==> src/rtl/servo_sched.sv <==
// -----------------------------------------------------------------------------
// servo_sched
//   Shares one servo pulse generator between two requesters (A, B). Requests
//   are arbitrated round-robin and granted one at a time. Each accepted
//   position change is held for HOLD_FRAMES servo frames so the horn can
//   settle before the next grant.
//
//   Optional feature (compile-time macro SWEEP_EN): after IDLE_FRAMES idle
//   frames the block runs an auto-sweep 0,2,1,2,0 with STEP_FRAMES frames per
//   step. Any request aborts the sweep.
//
// Parameters
//   HOLD_FRAMES  frames a new position is held before the next grant (1..255)
//   IDLE_FRAMES  idle frames before an auto-sweep starts (SWEEP_EN only)
//   STEP_FRAMES  frames per sweep step (SWEEP_EN only)
//
// Ports
//   clk         system clock
//   rst         asynchronous, active-high reset
//   frame_tick  one-clk pulse per servo frame
//   req[1:0]    req[0]=A, req[1]=B; held high until the matching gnt
//   pos_a/pos_b requested positions (3 is treated as 0)
//   gnt[1:0]    one-clk grant pulse, one-hot or zero (registered)
//   busy        high while holding a position or sweeping (registered)
//   sel[1:0]    position select: 0=1ms, 1=2ms, 2=1.5ms (registered)
// -----------------------------------------------------------------------------
module servo_sched #(
   parameter int unsigned HOLD_FRAMES = 25,
   parameter int unsigned IDLE_FRAMES = 50,
   parameter int unsigned STEP_FRAMES = 25
) (
   input  logic       clk,
   input  logic       rst,
   input  logic       frame_tick,
   input  logic [1:0] req,
   input  logic [1:0] pos_a,
   input  logic [1:0] pos_b,
   output logic [1:0] gnt,
   output logic       busy,
   output logic [1:0] sel
);

   if (HOLD_FRAMES < 1 || HOLD_FRAMES > 255 ||
       IDLE_FRAMES < 1 || IDLE_FRAMES > 255 ||
       STEP_FRAMES < 1 || STEP_FRAMES > 255) begin : g_bad_params
      $error("servo_sched: frame parameters must lie in 1..255");
   end

`ifdef SWEEP_EN
   typedef enum logic [1:0] {IDLE, HOLD, SWEEP} state_t;
   localparam logic [7:0] IDLE_LAST = 8'(IDLE_FRAMES - 1);
   localparam logic [7:0] STEP_LAST = 8'(STEP_FRAMES - 1);
`else
   typedef enum logic {IDLE, HOLD} state_t;
`endif
   localparam logic [7:0] HOLD_LAST = 8'(HOLD_FRAMES - 1);

   state_t     state_q, state_d;
   logic [7:0] frame_cnt_q, frame_cnt_d;
   logic       last_gnt_q, last_gnt_d;   // 1 = B was granted last
   logic [1:0] gnt_d, sel_d;
   logic       busy_d;
   logic [1:0] elig;
   logic       win_b;
   logic [1:0] win_pos;
`ifdef SWEEP_EN
   logic [7:0] idle_cnt_q, idle_cnt_d;
   logic [2:0] step_q, step_d;
`endif

   function automatic logic [7:0] sat_inc(input logic [7:0] v);
      return (v == 8'hFF) ? v : v + 8'd1;
   endfunction

   function automatic logic [1:0] map_pos(input logic [1:0] p);
      return (p == 2'd3) ? 2'd0 : p;
   endfunction

`ifdef SWEEP_EN
   function automatic logic [1:0] sweep_pos(input logic [2:0] step);
      case (step)
         3'd1, 3'd3: return 2'd2;
         3'd2:       return 2'd1;
         default:    return 2'd0;
      endcase
   endfunction
`endif

   // A requester still shows req high in the cycle its gnt is high; masking
   // it stops a no-op grant from being issued twice for the same request.
   assign elig    = req & ~gnt;
   assign win_b   = elig[1] & (~elig[0] | ~last_gnt_q);
   assign win_pos = map_pos(win_b ? pos_b : pos_a);

   // NOTE: every signal assigned here gets a default first, so no path leaves
   // it unassigned and no latch is inferred.
   always_comb begin
      state_d     = state_q;
      frame_cnt_d = frame_cnt_q;
      last_gnt_d  = last_gnt_q;
      gnt_d       = 2'b00;
      sel_d       = sel;
      busy_d      = busy;
`ifdef SWEEP_EN
      idle_cnt_d  = idle_cnt_q;
      step_d      = step_q;
`endif
      unique case (state_q)
         IDLE: begin
            if (elig != 2'b00) begin
               gnt_d      = win_b ? 2'b10 : 2'b01;
               last_gnt_d = win_b;
               sel_d      = win_pos;
               if (win_pos != sel) begin
                  state_d     = HOLD;
                  frame_cnt_d = 8'd0;
                  busy_d      = 1'b1;
               end
            end
`ifdef SWEEP_EN
            if (req != 2'b00) begin
               idle_cnt_d = 8'd0;
            end else if (frame_tick) begin
               if (idle_cnt_q == IDLE_LAST) begin
                  state_d     = SWEEP;
                  frame_cnt_d = 8'd0;
                  idle_cnt_d  = 8'd0;
                  step_d      = 3'd0;
                  sel_d       = sweep_pos(3'd0);
                  busy_d      = 1'b1;
               end else begin
                  idle_cnt_d = sat_inc(idle_cnt_q);
               end
            end
`endif
         end
         HOLD: begin
            if (frame_tick) begin
               if (frame_cnt_q == HOLD_LAST) begin
                  state_d     = IDLE;
                  frame_cnt_d = 8'd0;
                  busy_d      = 1'b0;
`ifdef SWEEP_EN
                  idle_cnt_d  = 8'd0;
`endif
               end else begin
                  frame_cnt_d = sat_inc(frame_cnt_q);
               end
            end
         end
`ifdef SWEEP_EN
         SWEEP: begin
            if (req != 2'b00) begin
               // Abort: back to IDLE, sel keeps the last sweep position.
               state_d     = IDLE;
               frame_cnt_d = 8'd0;
               idle_cnt_d  = 8'd0;
               busy_d      = 1'b0;
            end else if (frame_tick) begin
               if (frame_cnt_q == STEP_LAST) begin
                  frame_cnt_d = 8'd0;
                  if (step_q == 3'd4) begin
                     state_d    = IDLE;
                     idle_cnt_d = 8'd0;
                     busy_d     = 1'b0;
                  end else begin
                     step_d = step_q + 3'd1;
                     sel_d  = sweep_pos(step_q + 3'd1);
                  end
               end else begin
                  frame_cnt_d = sat_inc(frame_cnt_q);
               end
            end
         end
`endif
         default: ;
      endcase
   end

   // NOTE: sequential state uses non-blocking assignments so every register
   // samples pre-edge values regardless of statement order.
   always_ff @(posedge clk or posedge rst) begin
      if (rst) begin
         state_q     <= IDLE;
         frame_cnt_q <= 8'd0;
         last_gnt_q  <= 1'b1;
         gnt         <= 2'b00;
         sel         <= 2'd0;
         busy        <= 1'b0;
`ifdef SWEEP_EN
         idle_cnt_q  <= 8'd0;
         step_q      <= 3'd0;
`endif
      end else begin
         state_q     <= state_d;
         frame_cnt_q <= frame_cnt_d;
         last_gnt_q  <= last_gnt_d;
         gnt         <= gnt_d;
         sel         <= sel_d;
         busy        <= busy_d;
`ifdef SWEEP_EN
         idle_cnt_q  <= idle_cnt_d;
         step_q      <= step_d;
`endif
      end
   end

endmodule

==> config.mk <==
export PLATFORM = sky130hd
export DESIGN_NAME = servo_sched
export DESIGN_NICKNAME = d
export VERILOG_FILES = /design/src/rtl/servo_sched.sv
export SDC_FILE = /design/constraint.sdc
export NUM_CORES = 1
export LEC_CHECK = 0
export ABC_AREA = 1
export ABC_CLOCK_PERIOD_IN_PS = 1350
export BUFFER_PORTS_ARGS = -buffer_cell sky130_fd_sc_hd__buf_4
export CORE_MARGIN = 1
export CORE_UTILIZATION = 25
export CTS_CLUSTER_DIAMETER = 100
export DETAILED_ROUTE_END_ITERATION = 7
export MAX_ROUTING_LAYER = met4
export PLACE_DENSITY_LB_ADDON = 0.1
export SYNTH_ARGS = -nofsm -noshare
export SYNTH_HDL_FRONTEND = slang
export SYNTH_SLANG_ARGS = --single-unit
==> constraint.sdc <==
create_clock -name clk -period 1.35 [get_ports clk]
set_input_delay 0.135 -clock clk [delete_from_list [all_inputs] [get_ports clk]]
set_output_delay 0.135 -clock clk [all_outputs]
set_load 0.05 [all_outputs]
### Word-level counts from Yosys, hierarchy flattened

Index checks and enable logic that the tools add are counted.

* bits in registers: 15
* input port bits: 9
* output and inout port bits: 5
* word-level logic and storage cells: 48

* add/subtract/negate cells: 1
* equal/unequal tests: 9
* multiplexer cells: 21
* bitwise gates (word level): 7
* reductions and logical operators: 4

Operators by type and width (count)
* two-way mux 8 bit: 5
* case mux 8 bit (2 select lines): 1
* two-way mux 2 bit: 5
* adder 8 x 1 -> 8 bit, second input constant: 1
* == test 8 x 5 -> 1 bit, second input constant: 1
* == test 8 bit, second input constant: 1
* two-way mux 1 bit: 8
* AND reduction 4 bit: 2
* != test 2 bit, second input constant: 3
* case mux 1 bit (2 select lines): 2
* != test 3 bit, second input constant: 1
* NOT 1 bit: 3
* AND 2 bit: 1
* == test 2 bit, second input constant: 1
* != test 2 x 1 -> 1 bit, second input constant: 1
* != test 2 bit: 1
* NOT 2 bit: 1
* AND reduction 2 bit: 1
* nonzero test 2 bit: 1
* AND 1 bit: 1
* OR 1 bit: 1

### Logic depth before layout (Yosys ltp)

* depth in word-level cells: 12
* depth in mapped cells: 13
* mapped depth without buffers: 13

### Worst setup path after synthesis

OpenSTA, ideal clock, no wires.

* kind: register to register
* from: register gnt[0]
* to: register frame_cnt_q[2]
* library setup time: 117 ps
* arrival time: 1596 ps
* required time: 1233 ps
* path slack: -363 ps
* cell stages (with the launch flop): 14
* period minus slack after synthesis: 1713 ps
* path through: dfrtp_1 > inv_1 > nand3_4 > nand2_4 > nand2_1 > nand2_1 > nand2_1 > nand2_1 > nand2_1 > clkinv_2 > nand3_4 > nand2_4 > nand2_1 > nand2_1

* word-level cells in the longest chain between the ends: 11
* elaborated cells between the ends (all ways): 13
* those cells by class: eq/ne: 4; mux: 2; bitwise: 5; reduce/logical: 2

RTL lines
* from (decl): RTL line 38 `output logic [1:0] gnt,`
* from (signal assigned): RTL line 198 `gnt <= gnt_d;`
* NOT 2 bit *: RTL line 91 `assign elig = req & ~gnt;`
* AND 2 bit *: RTL line 91
* NOT 1 bit: RTL line 92 `assign win_b = elig[1] & (~elig[0] | ~last_gnt_q);`
* OR 1 bit: RTL line 92
* AND 1 bit: RTL line 92
* two-way mux 2 bit: RTL line 93 `assign win_pos = map_pos(win_b ? pos_b : pos_a);`
* == test 2 bit: RTL line 76 `return (p == 2'd3) ? 2'd0 : p;`
* two-way mux 2 bit: RTL line 76
* != test 2 bit: RTL line 114 `if (win_pos != sel) begin`
* != test 2 bit (no line)
* AND reduction 4 bit (no line) *
* to (signal assigned): RTL line 196 `frame_cnt_q <= frame_cnt_d;`
* to (decl): RTL line 59 `logic [7:0] frame_cnt_q, frame_cnt_d;`

Mark *: on every way between the ends. The rest lies on a longest branch, timed or not.
A chain may end at the register's enable or synchronous reset.

### Worst setup path in the final report

* from: register last_gnt_q
* to: register frame_cnt_q[1]

* word-level cells in the longest chain between the ends: 9

RTL lines
* from (decl): RTL line 60 `logic last_gnt_q, last_gnt_d;`
* from (signal assigned): RTL line 197 `last_gnt_q <= last_gnt_d;`
* NOT 1 bit *: RTL line 92
* OR 1 bit *: RTL line 92
* AND 1 bit *: RTL line 92
* two-way mux 2 bit *: RTL line 93
* == test 2 bit: RTL line 76
* two-way mux 2 bit *: RTL line 76
* != test 2 bit *: RTL line 114
* != test 2 bit (no line) *
* AND reduction 4 bit (no line) *

Marks and branches as above.

==> metrics.yaml <==
status: "finished with violations"
failed_checks: "negative setup slack"
place_area_um2: 1280
max_cap_viol_count: 0
ant_nets: 0
pwr_density_cell_nw_per_um2: 1830
grt_use_met1: 0.157
row_count: 22
dp.cells: 214
crit_type: "reg -> reg"
grt_max_degree: 16
wire_per_inst_um: 11.8
wirelength_um: 2640
synth_top_cell_by_area: "dfrtp_1"
stdcell_area_um2: 1460
syn-instance-count: 134
hpwl_um: 1870
port_buffers: 13
grt_pass1_wl_um: 4340
hold_path.startpoint: "frame_tick"
fin_crit_sh: 1.21
syn_nets: 145
hold_path.class: "in -> reg"
drtIter0Drc: 20
path_max_fanout: 8
clock.fmax_mhz: 614
fin_cells: 225
num_vias: 1005
whs_endpoint: "state_q"
gr-usage-met3: 0.0370
gr-max-usage-layer: "met2"
ys_seq_elements: 15
ys_seq_area_frac: 0.385
r2r-start: "last_gnt_q"
root_buffer: "clkbuf_8"
antenna_found_initial: 0
clockBufferDepth: 2
cts_inserted_buffers: 3
synth_area_um2: 978
setup_viol: 11
avgSynthCellArea_um2: 7.30
cts_tree: "yes"
worst_pin_slew_ns: 0.272
cts_max_level: 1
finalHoldViolations: 0
syn_to_final_growth_pct: 48.8
gp_congestion: 0.858
use_met2: 0.241
netlist.area_leader.share: 0.358
synth.area.top_cells: "dfrtp_1 36%, nand2_1 16%, nand3_1 7.7%"
cts.reportedPaths.clkPinSlew_ns: 0.06
layout-drive-gt1-share: 0.458
slew_viol_final: 0
die_height_um: 64.6
n_antenna_cell: 0
drc: 0
fillers: 394
coreArea_um2: 3720
whs_path_depth: 4
clk-insertion-delay-late_ns: 0.25
rsz0062_at_grt: "yes"
synth_cell_types: 24
r2r_slack_ns: -0.28
required_ns: 1.54
initial_utilization: 0.263
r2r_cells: 12
overflow: 0
r2r-end: "frame_cnt_q[1]"
clock-sinks: 15
startpoint_type: "register"
drtPass1Iterations: 4
io_pins: 14
ir_worst_vdd_mv: 0.823
fin_crit_ns: 1.63
die_w_um: 64.6
grtUsageTotal: 0.138
nets: 189
grt_pass1_vias: 970
cp.arrival_ns: 1.81
die_area_um2: 4170
via_per_inst: 4.47
setup_slack_ns: -0.278
place_ws_ns: -0.264
p_total_mw: 2.66
yosys_warnings: 0
relSlewSlack: 0.818
finalClockSkew_ns: 0.00133
end_kind: "register"
leakage_nw: 0.724
layer usage:
layer  wire (µm)  vias to the layer above
met5           0                        -
met4          29                        0
met3          98                        4
met2        1340                       13
met1        1170                      471
li1            -                      517
flip-flops by register name (all words and copies together) (netlist names):
name	count
busy	1
last_gnt_q	1
state_q	1
sel	2
frame_cnt_q	8
gnt	2
area by class of cell:
type / instances / area, µm² / area share
clock buffer: 4 / 45.0 / 0.0309
inverter: 18 / 72.6 / 0.0498
multi-input combinational: 102 / 611 / 0.419
sequential: 15 / 380 / 0.261
tap: 48 / 60.1 / 0.0412
timing repair buffer: 38 / 288 / 0.198
layout by cell type (no fill, tap or decap):
cell / instances
a21boi_1: 1
a21boi_2: 1
a21oi_1: 2
a21oi_2: 1
buf_4: 37
clkbuf_1: 1
clkbuf_8: 3
dfrtp_1: 11
dfrtp_2: 3
dfstp_2: 1
dlygate4sd3_1: 1
ha_1: 2
inv_1: 14
inv_2: 2
inv_4: 2
nand2_1: 25
nand2_2: 21
nand2_4: 2
nand2_8: 1
nand3_1: 14
nand3_2: 2
nand3_4: 2
nand3b_1: 1
nand4_1: 2
nor2_1: 10
nor2_2: 2
nor2_4: 1
nor3_1: 4
nor3b_1: 1
o21ai_0: 3
o21ai_1: 1
xor2_1: 3
logic make-up (layout without fill, tap and decap cells):
family / after synthesis / count (layout) / synth area share
AOI/OAI and AO/OA: 9 / 9 / 0.0550
xor gates and xnor gates: 3 / 3 / 0.0269
adders and majority gates: 2 / 2 / 0.0256
buffers and inverters: 18 / 60 / 0.0729
DFF: 15 / 15 / 0.385
and+or+nand+nor: 87 / 88 / 0.435
cells in the mapped netlist:
| cell | count |
|---|---|
| a21oi_1 | 3 |
| ha_1 | 2 |
| nor3b_1 | 1 |
| inv_2 | 1 |
| nand2_4 | 2 |
| inv_1 | 15 |
| nor3_1 | 4 |
| a21boi_2 | 1 |
| nand3_1 | 15 |
| nand2_1 | 43 |
| o21ai_0 | 4 |
| xor2_1 | 3 |
| nor2_4 | 1 |
| a21boi_0 | 1 |
| nor2_1 | 11 |
| nand4_1 | 2 |
| inv_4 | 1 |
| nand3b_1 | 1 |
| dfstp_2 | 1 |
| clkinv_2 | 1 |
| nand2_2 | 4 |
| nand3_4 | 2 |
| dfrtp_1 | 14 |
| nor2_2 | 1 |
how the worst max path moves through the flow:
stage / from / to / slack (ns) / cells past startpoint
after detailed placement: last_gnt_q / frame_cnt_q[6] / -0.26 / 11
after floorplan: gnt[1] / frame_cnt_q[2] / -0.19 / 12
after CTS: last_gnt_q / frame_cnt_q[4] / -0.26 / 11
after global routing: last_gnt_q / frame_cnt_q[5] / -0.40 / 12
after global placement: last_gnt_q / frame_cnt_q[6] / -0.25 / 11
final: last_gnt_q / frame_cnt_q[1] / -0.28 / 12
through the flow:
step / hold slack [ns] / setup TNS (ns) / util
6_report: 0.204 / -2.65 / 0.392
5_1_grt: 0.245 / -3.92 / 0.392
4_1_cts: 0.209 / -2.41 / 0.366
3_5_place_dp: 0.169 / -2.35 / 0.345
3_3_place_gp: 0.166 / -2.20 / 0.345
2_1_floorplan: 0.0356 / -1.78 / -
worst max-delay path, stage by stage (launching register included):
cell     delay [ns]
dfstp_2        0.55
nand3_4        0.10
nand2_4        0.12
nand2_2        0.05
nand2_2        0.08
nand2_2        0.06
nand2_2        0.06
nand2_2        0.07
inv_4          0.08
nand3_4        0.12
nand2_8        0.14
nand2_1        0.05
nand2_1        0.06
repair_timing:
item / in CTS / in global routing
hold endpoints to repair: 14 / 0
hold buffers: 1 / 0
resized for setup: 0 / 27
setup endpoints to repair: 10 / 12
buffers inserted: 2 / 3
cloned: 1 / 0
pin swaps: 4 / 14
report_power, final:
| group | switching (mW) | internal [mW] | total [mW] | leakage, nW |
|---|---|---|---|---|
| Clock | 0.157 | 0.209 | 0.366 | 0.0228 |
| Sequential | 0.144 | 0.588 | 0.732 | 0.189 |
| Combinational | 0.979 | 0.585 | 1.56 | 0.512 |
Note: power is estimated with default switching activity, not from simulation.
